## src/rtl/argument_pop_arbiter_pkg.sv

```systemverilog
// argument_pop_arbiter_pkg
// Shared definitions for the argument pop arbiter: arbitration state
// encoding, the decoder stall limit and a constant-evaluable log2 helper
// used to size ports and counters.
package argument_pop_arbiter_pkg;

    typedef enum logic {
        ARB_RR     = 1'b0,
        ARB_LOCKED = 1'b1
    } arb_state_e;

    // Consecutive starved cycles tolerated before underflow is flagged.
    localparam int unsigned ARB_STALL_LIMIT = 1024;

    // Ceiling log2, never less than 1 so derived widths stay legal.
    function automatic int unsigned log2(input int unsigned value);
        int unsigned result;
        result = 0;
        for (int unsigned i = 0; i < 31; i++) begin
            if ((32'd1 << i) < value) begin
                result = i + 1;
            end
        end
        return (result == 0) ? 1 : result;
    endfunction

endpackage

```

## src/rtl/argument_pop_arbiter_rr_priority_select.sv

```systemverilog
// rr_priority_select
// Combinational round-robin picker: returns the first eligible index at or
// after rr_ptr, wrapping modulo NUM_REQ.
// Ports:
//   eligible      - per-requester eligibility vector
//   rr_ptr        - index holding the highest priority this cycle
//   winner_onehot - one-hot winner (all zero when nothing eligible)
//   winner_idx    - binary winner index (0 when nothing eligible)
//   any_valid     - at least one requester eligible
module rr_priority_select #(
    parameter int unsigned NUM_REQ      = 4,
    parameter int unsigned LOG2_NUM_REQ = 2
) (
    input  logic [NUM_REQ-1:0]      eligible,
    input  logic [LOG2_NUM_REQ-1:0] rr_ptr,
    output logic [NUM_REQ-1:0]      winner_onehot,
    output logic [LOG2_NUM_REQ-1:0] winner_idx,
    output logic                    any_valid
);

    // Two ordered passes: first indices at or above the pointer, then the
    // wrapped-around remainder from index 0.
    always_comb begin
        winner_onehot = '0;
        winner_idx    = '0;
        any_valid     = 1'b0;
        for (int unsigned i = 0; i < NUM_REQ; i++) begin
            if (!any_valid && eligible[i] && (i >= 32'(rr_ptr))) begin
                any_valid        = 1'b1;
                winner_onehot[i] = 1'b1;
                winner_idx       = LOG2_NUM_REQ'(i);
            end
        end
        for (int unsigned i = 0; i < NUM_REQ; i++) begin
            if (!any_valid && eligible[i]) begin
                any_valid        = 1'b1;
                winner_onehot[i] = 1'b1;
                winner_idx       = LOG2_NUM_REQ'(i);
            end
        end
    end

endmodule

```

## src/rtl/argument_pop_arbiter.sv

```systemverilog
// argument_pop_arbiter
// Shares one argument_decoder output stream among NUM_REQ field consumers.
// One grant per cycle, round-robin with optional lock; drives the decoder
// pop and returns the LSB-aligned masked field through a one-entry
// registered response stage with backpressure.
// Ports:
//   clk, rst          - clock, synchronous active-low reset
//   req/req_len/req_lock - per-requester request, field length, lock
//   grant             - one-hot combinational grant
//   dec_ready/dec_q   - decoder status and data (next bit at bit 0)
//   dec_pop           - bits consumed this cycle (0 = none)
//   rsp_valid/rsp_ready/rsp_id/rsp_data - registered response
//   underflow         - sticky decoder starvation flag
module argument_pop_arbiter
    import argument_pop_arbiter_pkg::*;
#(
    parameter int unsigned NUM_REQ        = 4,
    parameter int unsigned WIDTH_OUT      = 64,
    parameter int unsigned LOG2_WIDTH_OUT = log2(WIDTH_OUT),
    parameter int unsigned LOG2_NUM_REQ   = log2(NUM_REQ)
) (
    input  logic                              clk,
    input  logic                              rst,
    input  logic [NUM_REQ-1:0]                req,
    input  logic [NUM_REQ*LOG2_WIDTH_OUT-1:0] req_len,
    input  logic [NUM_REQ-1:0]                req_lock,
    output logic [NUM_REQ-1:0]                grant,
    input  logic                              dec_ready,
    input  logic [WIDTH_OUT-1:0]              dec_q,
    output logic [LOG2_WIDTH_OUT-1:0]         dec_pop,
    output logic                              rsp_valid,
    input  logic                              rsp_ready,
    output logic [LOG2_NUM_REQ-1:0]           rsp_id,
    output logic [WIDTH_OUT-1:0]              rsp_data,
    output logic                              underflow
);

    localparam int unsigned STALL_W = log2(ARB_STALL_LIMIT + 1);

    arb_state_e                state_q, state_d;
    logic [LOG2_NUM_REQ-1:0]   owner_q, owner_d;
    logic [LOG2_NUM_REQ-1:0]   rr_ptr_q, rr_ptr_d;
    logic [STALL_W-1:0]        stall_cnt;

    logic [LOG2_WIDTH_OUT-1:0] lens [NUM_REQ];
    logic [NUM_REQ-1:0]        eligible;
    logic [NUM_REQ-1:0]        arb_elig;
    logic [NUM_REQ-1:0]        owner_mask;
    logic [NUM_REQ-1:0]        win_onehot;
    logic [LOG2_NUM_REQ-1:0]   win_idx;
    logic [LOG2_WIDTH_OUT-1:0] win_len;
    logic                      win_any;
    logic                      locked_active;
    logic                      fire;
    logic [WIDTH_OUT-1:0]      field_mask;

    always_comb begin
        eligible = '0;
        for (int unsigned i = 0; i < NUM_REQ; i++) begin
            lens[i]     = req_len[i*LOG2_WIDTH_OUT +: LOG2_WIDTH_OUT];
            eligible[i] = req[i] && (lens[i] != '0);
        end
    end

    // Lock only holds while the owner keeps req_lock high; the cycle it
    // drops, arbitration falls back to round-robin from owner+1.
    assign locked_active = (state_q == ARB_LOCKED) && req_lock[owner_q];
    assign owner_mask    = {{(NUM_REQ-1){1'b0}}, 1'b1} << owner_q;
    assign arb_elig      = locked_active ? (eligible & owner_mask) : eligible;

    rr_priority_select #(
        .NUM_REQ      (NUM_REQ),
        .LOG2_NUM_REQ (LOG2_NUM_REQ)
    ) u_select (
        .eligible      (arb_elig),
        .rr_ptr        (rr_ptr_q),
        .winner_onehot (win_onehot),
        .winner_idx    (win_idx),
        .any_valid     (win_any)
    );

    always_comb begin
        win_len = '0;
        for (int unsigned i = 0; i < NUM_REQ; i++) begin
            if (win_onehot[i]) begin
                win_len = lens[i];
            end
        end
    end

    assign fire       = dec_ready && win_any && (!rsp_valid || rsp_ready);
    assign grant      = fire ? win_onehot : '0;
    assign dec_pop    = fire ? win_len : '0;
    assign field_mask = ~({WIDTH_OUT{1'b1}} << win_len);

    always_comb begin
        state_d  = state_q;
        owner_d  = owner_q;
        rr_ptr_d = rr_ptr_q;
        if ((state_q == ARB_LOCKED) && !req_lock[owner_q]) begin
            state_d = ARB_RR;
        end
        if (fire) begin
            rr_ptr_d = (win_idx == LOG2_NUM_REQ'(NUM_REQ - 1)) ? '0 : win_idx + 1'b1;
            if (req_lock[win_idx]) begin
                state_d = ARB_LOCKED;
                owner_d = win_idx;
            end
        end
    end

    always_ff @(posedge clk) begin
        if (!rst) begin
            state_q  <= ARB_RR;
            owner_q  <= '0;
            rr_ptr_q <= '0;
        end else begin
            state_q  <= state_d;
            owner_q  <= owner_d;
            rr_ptr_q <= rr_ptr_d;
        end
    end

    always_ff @(posedge clk) begin
        if (!rst) begin
            rsp_valid <= 1'b0;
            rsp_id    <= '0;
            rsp_data  <= '0;
        end else if (fire) begin
            rsp_valid <= 1'b1;
            rsp_id    <= win_idx;
            rsp_data  <= dec_q & field_mask;
        end else if (rsp_ready) begin
            rsp_valid <= 1'b0;
        end
    end

    always_ff @(posedge clk) begin
        if (!rst) begin
            stall_cnt <= '0;
            underflow <= 1'b0;
        end else if ((|eligible) && !dec_ready) begin
            if (stall_cnt == STALL_W'(ARB_STALL_LIMIT)) begin
                underflow <= 1'b1;
            end else begin
                stall_cnt <= stall_cnt + 1'b1;
            end
        end else begin
            stall_cnt <= '0;
        end
    end

endmodule

```

## config.mk

```make
export PLATFORM = sky130hd
export DESIGN_NAME = argument_pop_arbiter
export DESIGN_NICKNAME = d
export VERILOG_FILES = /design/src/rtl/argument_pop_arbiter_pkg.sv /design/src/rtl/argument_pop_arbiter_rr_priority_select.sv /design/src/rtl/argument_pop_arbiter.sv
export SDC_FILE = /design/constraint.sdc
export NUM_CORES = 1
export LEC_CHECK = 0
export CORE_MARGIN = 2
export CORE_UTILIZATION = 43
export CTS_BUF_LIST = sky130_fd_sc_hd__clkbuf_16
export DETAILED_ROUTE_END_ITERATION = 10
export MAX_ROUTING_LAYER = met4
export PLACE_DENSITY = 0.86
export RECOVER_POWER = 50
export SKIP_LAST_GASP = 1
export SYNTH_ARGS = -nofsm -noshare
export SYNTH_HDL_FRONTEND = slang
export SYNTH_SLANG_ARGS = --single-unit
```

## constraint.sdc

```tcl
create_clock -name clk -period 5.1 [get_ports clk]
set_input_delay 1.02 -clock clk [delete_from_list [all_inputs] [get_ports clk]]
set_output_delay 1.02 -clock clk [all_outputs]
set_load 0.005 [all_outputs]
```

==> results.py, run 1 <==
metrics = {
    "finish": {
        "regArea_mm2": 0.001662,
        "mostFrequentLayoutCell": "clkdlybuf4s50_1",
        "mostFrequentLayoutCells": "105 x clkdlybuf4s50_1, 84 x nand2_1, 83 x dfxtp_1",
        "nFillCells": 770,
        "postLayoutCoreUtil_pct": 70.77,
        "syn2layout_area_growth_pct": 58.20,
        "multi_input_area_mm2": 0.002355,
        "nNetsFinal": 791,
        "antenna_cells": 0,
        "drive_above_1_share_pct": 13.73,
    },
    "clock_network": {
        "clock_latency_ps": 340,
        "cts_sinks": 83,
        "cts-root-buf": "clkbuf_16",
        "clkTransAtPathRegs_ps": 60,
        "numCtsBuffers": 9,
        "cts_max_level": 3,
        "clock_path_buffers": 2,
        "cts_tree": "built",
    },
    "grt": {
        "grt_max_degree": 27,
        "grt_pass1_wl_um": 22820,
        "grt_pass1_vias": 4635,
        "track_usage_pct": 28.83,
        "antenna_found_initial": 0,
        "grt-ovfl-total": 0,
    },
    "synth": {
        "ys_types": 73,
        "ys_seq_area_share_pct": 39.82,
        "synth_edf_count": 0,
        "synthFlopType": "dfxtp_1",
        "ys_seq_elements": 83,
        "syn-num-nets": 593,
        "ys_warn_count": 0,
        "postSynthAreaPerCell_um2": 8.516,
        "syn-cell-area_mm2": 0.004173,
        "synth_async_sr_flop_share_pct": 0,
        "synth_cells": 490,
    },
    "die": {
        "die_area_mm2": 0.01051,
        "start_util_pct": 44.74,
        "die_x_um": 102.5,
        "fp.coreArea_mm2": 0.009328,
        "die_h_um": 102.5,
        "rows": 35,
        "io_pins": 178,
    },
    "drt": {
        "first_pass_iters": 5,
        "drtIter0Drc": 279,
        "drtAntennaViolNets": 0,
        "vias": 4614,
        "wl_per_cell_um": 18.08,
        "vias_per_cell": 5.620,
        "drt_wl_total_um": 14850,
        "drt_drc_violations_left": 0,
    },
    "setup_path": {
        "crit-reg2reg-launch": "owner_q[1]",
        "regToRegSetupSlack_ps": 1170,
        "cp-start-kind": "primary input",
        "critPathLaunch": "req_len[1]",
        "critPathRequiredTime_ps": 4080,
        "path_max_fanout": 4,
        "crit_arrival_ps": 4100,
        "reg2reg_to": "rsp_data[4]",
        "worstSetupPathType": "primary input to output pin",
        "rr_worst_depth": 11,
        "endpoint_kind": "output pin",
    },
    "timing": {
        "whs_ps": 431.3,
        "worst_slack_ps": -17.84,
        "hold_viol_final": 0,
        "slew_headroom_pct": 40.00,
        "finalCriticalPeriod_ps": 5118,
        "setup_tns_ps": -27.03,
        "rsz0062_at_grt": "true",
        "worst_slew_pin_slew_ps": 899.0,
        "slew_violations": 0,
        "skew_ps": 13.13,
        "fmaxAchievable_ghz": 0.1954,
        "period_share_pct": 100.3,
        "setup_viol": 2,
    },
    "placement": {
        "place.detailed.hpwl_um": 11280,
        "dp_slack_ps": -134.6,
        "port_buffers": 175,
        "gp_congestion": 0.8958,
    },
    "worst_hold_path": {
        "min_from": "rsp_data[34]",
        "hold_end": "rsp_data[34]",
        "worstHoldPathCells": 2,
        "min-delay-path-class": "flip-flop to flip-flop",
    },
    "status": {
        "violations": "negative setup slack",
        "status": "complete, but fails checks",
    },
    "power": {
        "peakVddDrop_v": 0.0001591,
        "power_leakage_nw": 2.679,
        "p_per_area_mw_per_mm2": 308.8,
    },
    "run": {
        "maxCapViolCount": 0,
    },
}
-- critical path, cell delays in order --
cell,delay [ps]
clkdlybuf4s50_1,440
or4_4,570
o31ai_4,270
buf_4,170
nor4_2,50
nor4b_4,280
and3b_2,280
a221oi_2,240
buf_4,160
and2_1,120
clkdlybuf4s50_1,500
-- worst max-delay path by stage --
| stage | endpoint | depth (start not counted) |
|---|---|---|
| CTS | dec_pop[3] | 11 |
| floorplan | dec_pop[3] | 10 |
| global placement | dec_pop[3] | 10 |
| detailed placement | dec_pop[2] | 10 |
| global route | dec_pop[3] | 11 |
| finish | dec_pop[3] | 11 |
-- logic make-up after synthesis --
kind of cell               share of synthesized area, %
AOI/OAI and AO/OA                                 28.34
xor gates and xnor gates                          1.889
buffers and inverters                             5.187
and+or+nand+nor                                   21.53
other                                           0.08987
adders and majority gates                        0.8996
muxes                                             2.249
DFF                                               39.82
-- synth_stat cells, drive strengths merged (3+ instances only) --
library cell   n  area (µm²)
nand2         84       315.3
dfxtp         83        1662
nor2          41       153.9
a21oi         33       165.2
o21ai         29       145.1
a32o          20       201.4
clkbuf        18       67.56
buf           15       103.9
inv           12       45.04
and2          10       66.32
nand3         10       50.05
o211ai        10       75.07
a22oi          7       52.55
nor3           7       40.04
mux2i          6       60.06
a221oi         5       68.82
a22o           5       43.79
nand2b         5       31.28
nand4          5       31.28
o31ai          5       83.83
or4            5       48.79
xor2           5       43.79
a2bb2oi        4       35.03
a32oi          4       35.03
and3           4       26.28
o22ai          4       25.02
xnor2          4       35.03
a211o          3       26.28
ha             3       37.54
mux2           3       33.78
nor4           3       25.02
o21a           3       22.52
o32ai          3       33.79
or2            3       18.77
-- registers in the layout, indices dropped and copies added (netlist names) --
register,flops
rsp_data,63
stall_cnt,11
owner_q,2
rr_ptr_q,2
rsp_id,2
rsp_valid,1
state_q,1
underflow,1
-- metrics by stage --
stage               power [mW]  std cells  area (µm²)
floorplan                1.070        490        4173
global placement         1.388        803        6255
detailed placement       1.407        803        6255
CTS                      2.042        819        6576
global route             2.122        821        6601
finish                   2.038        821        6601
-- routing by layer --
layer	vias up	track usage, %	wire length [µm]
met5	-	-	0
met4	0	12.10	402
met3	31	3.729	992
met2	219	49.92	7608
met1	2169	33.63	5842
li1	2195	-	-
-- layout make-up --
type / count / area share, %
sequential: 83 / 25.17
inverter: 12 / 0.6823
timing repair buffer: 220 / 31.73
tap: 129 / 2.445
clock inverter: 6 / 0.8908
clock buffer: 9 / 3.412
multi-input combinational: 362 / 35.67
-- power breakdown --
part           internal [mW]  switching, mW
sequential             0.694         0.0274
combinational          0.321          0.363
clock                  0.373          0.260
total                   1.39          0.651
-- timing repair --
item,4_1_cts,5_1_grt
buffers inserted,1,2
gates resized for setup,8,4
pin swaps,3,3
hold buffers,0,0
setup endpoints to repair,5,7
Power figures use the tool's default switching activity.
==> run 2: changes to the inputs <==
--- a/config.mk
+++ b/config.mk
@@ -8,11 +8,13 @@
 export CORE_MARGIN = 2
 export CORE_UTILIZATION = 43
 export CTS_BUF_LIST = sky130_fd_sc_hd__clkbuf_16
+export CTS_CLUSTER_SIZE = 16
 export DETAILED_ROUTE_END_ITERATION = 10
 export MAX_ROUTING_LAYER = met4
 export PLACE_DENSITY = 0.86
 export RECOVER_POWER = 50
 export SKIP_LAST_GASP = 1
+export SLEW_MARGIN = 20
 export SYNTH_ARGS = -nofsm -noshare
 export SYNTH_HDL_FRONTEND = slang
 export SYNTH_SLANG_ARGS = --single-unit
==> results of run 2 <==
The final DEF is identical to that of run 1; final timing and power are the same.
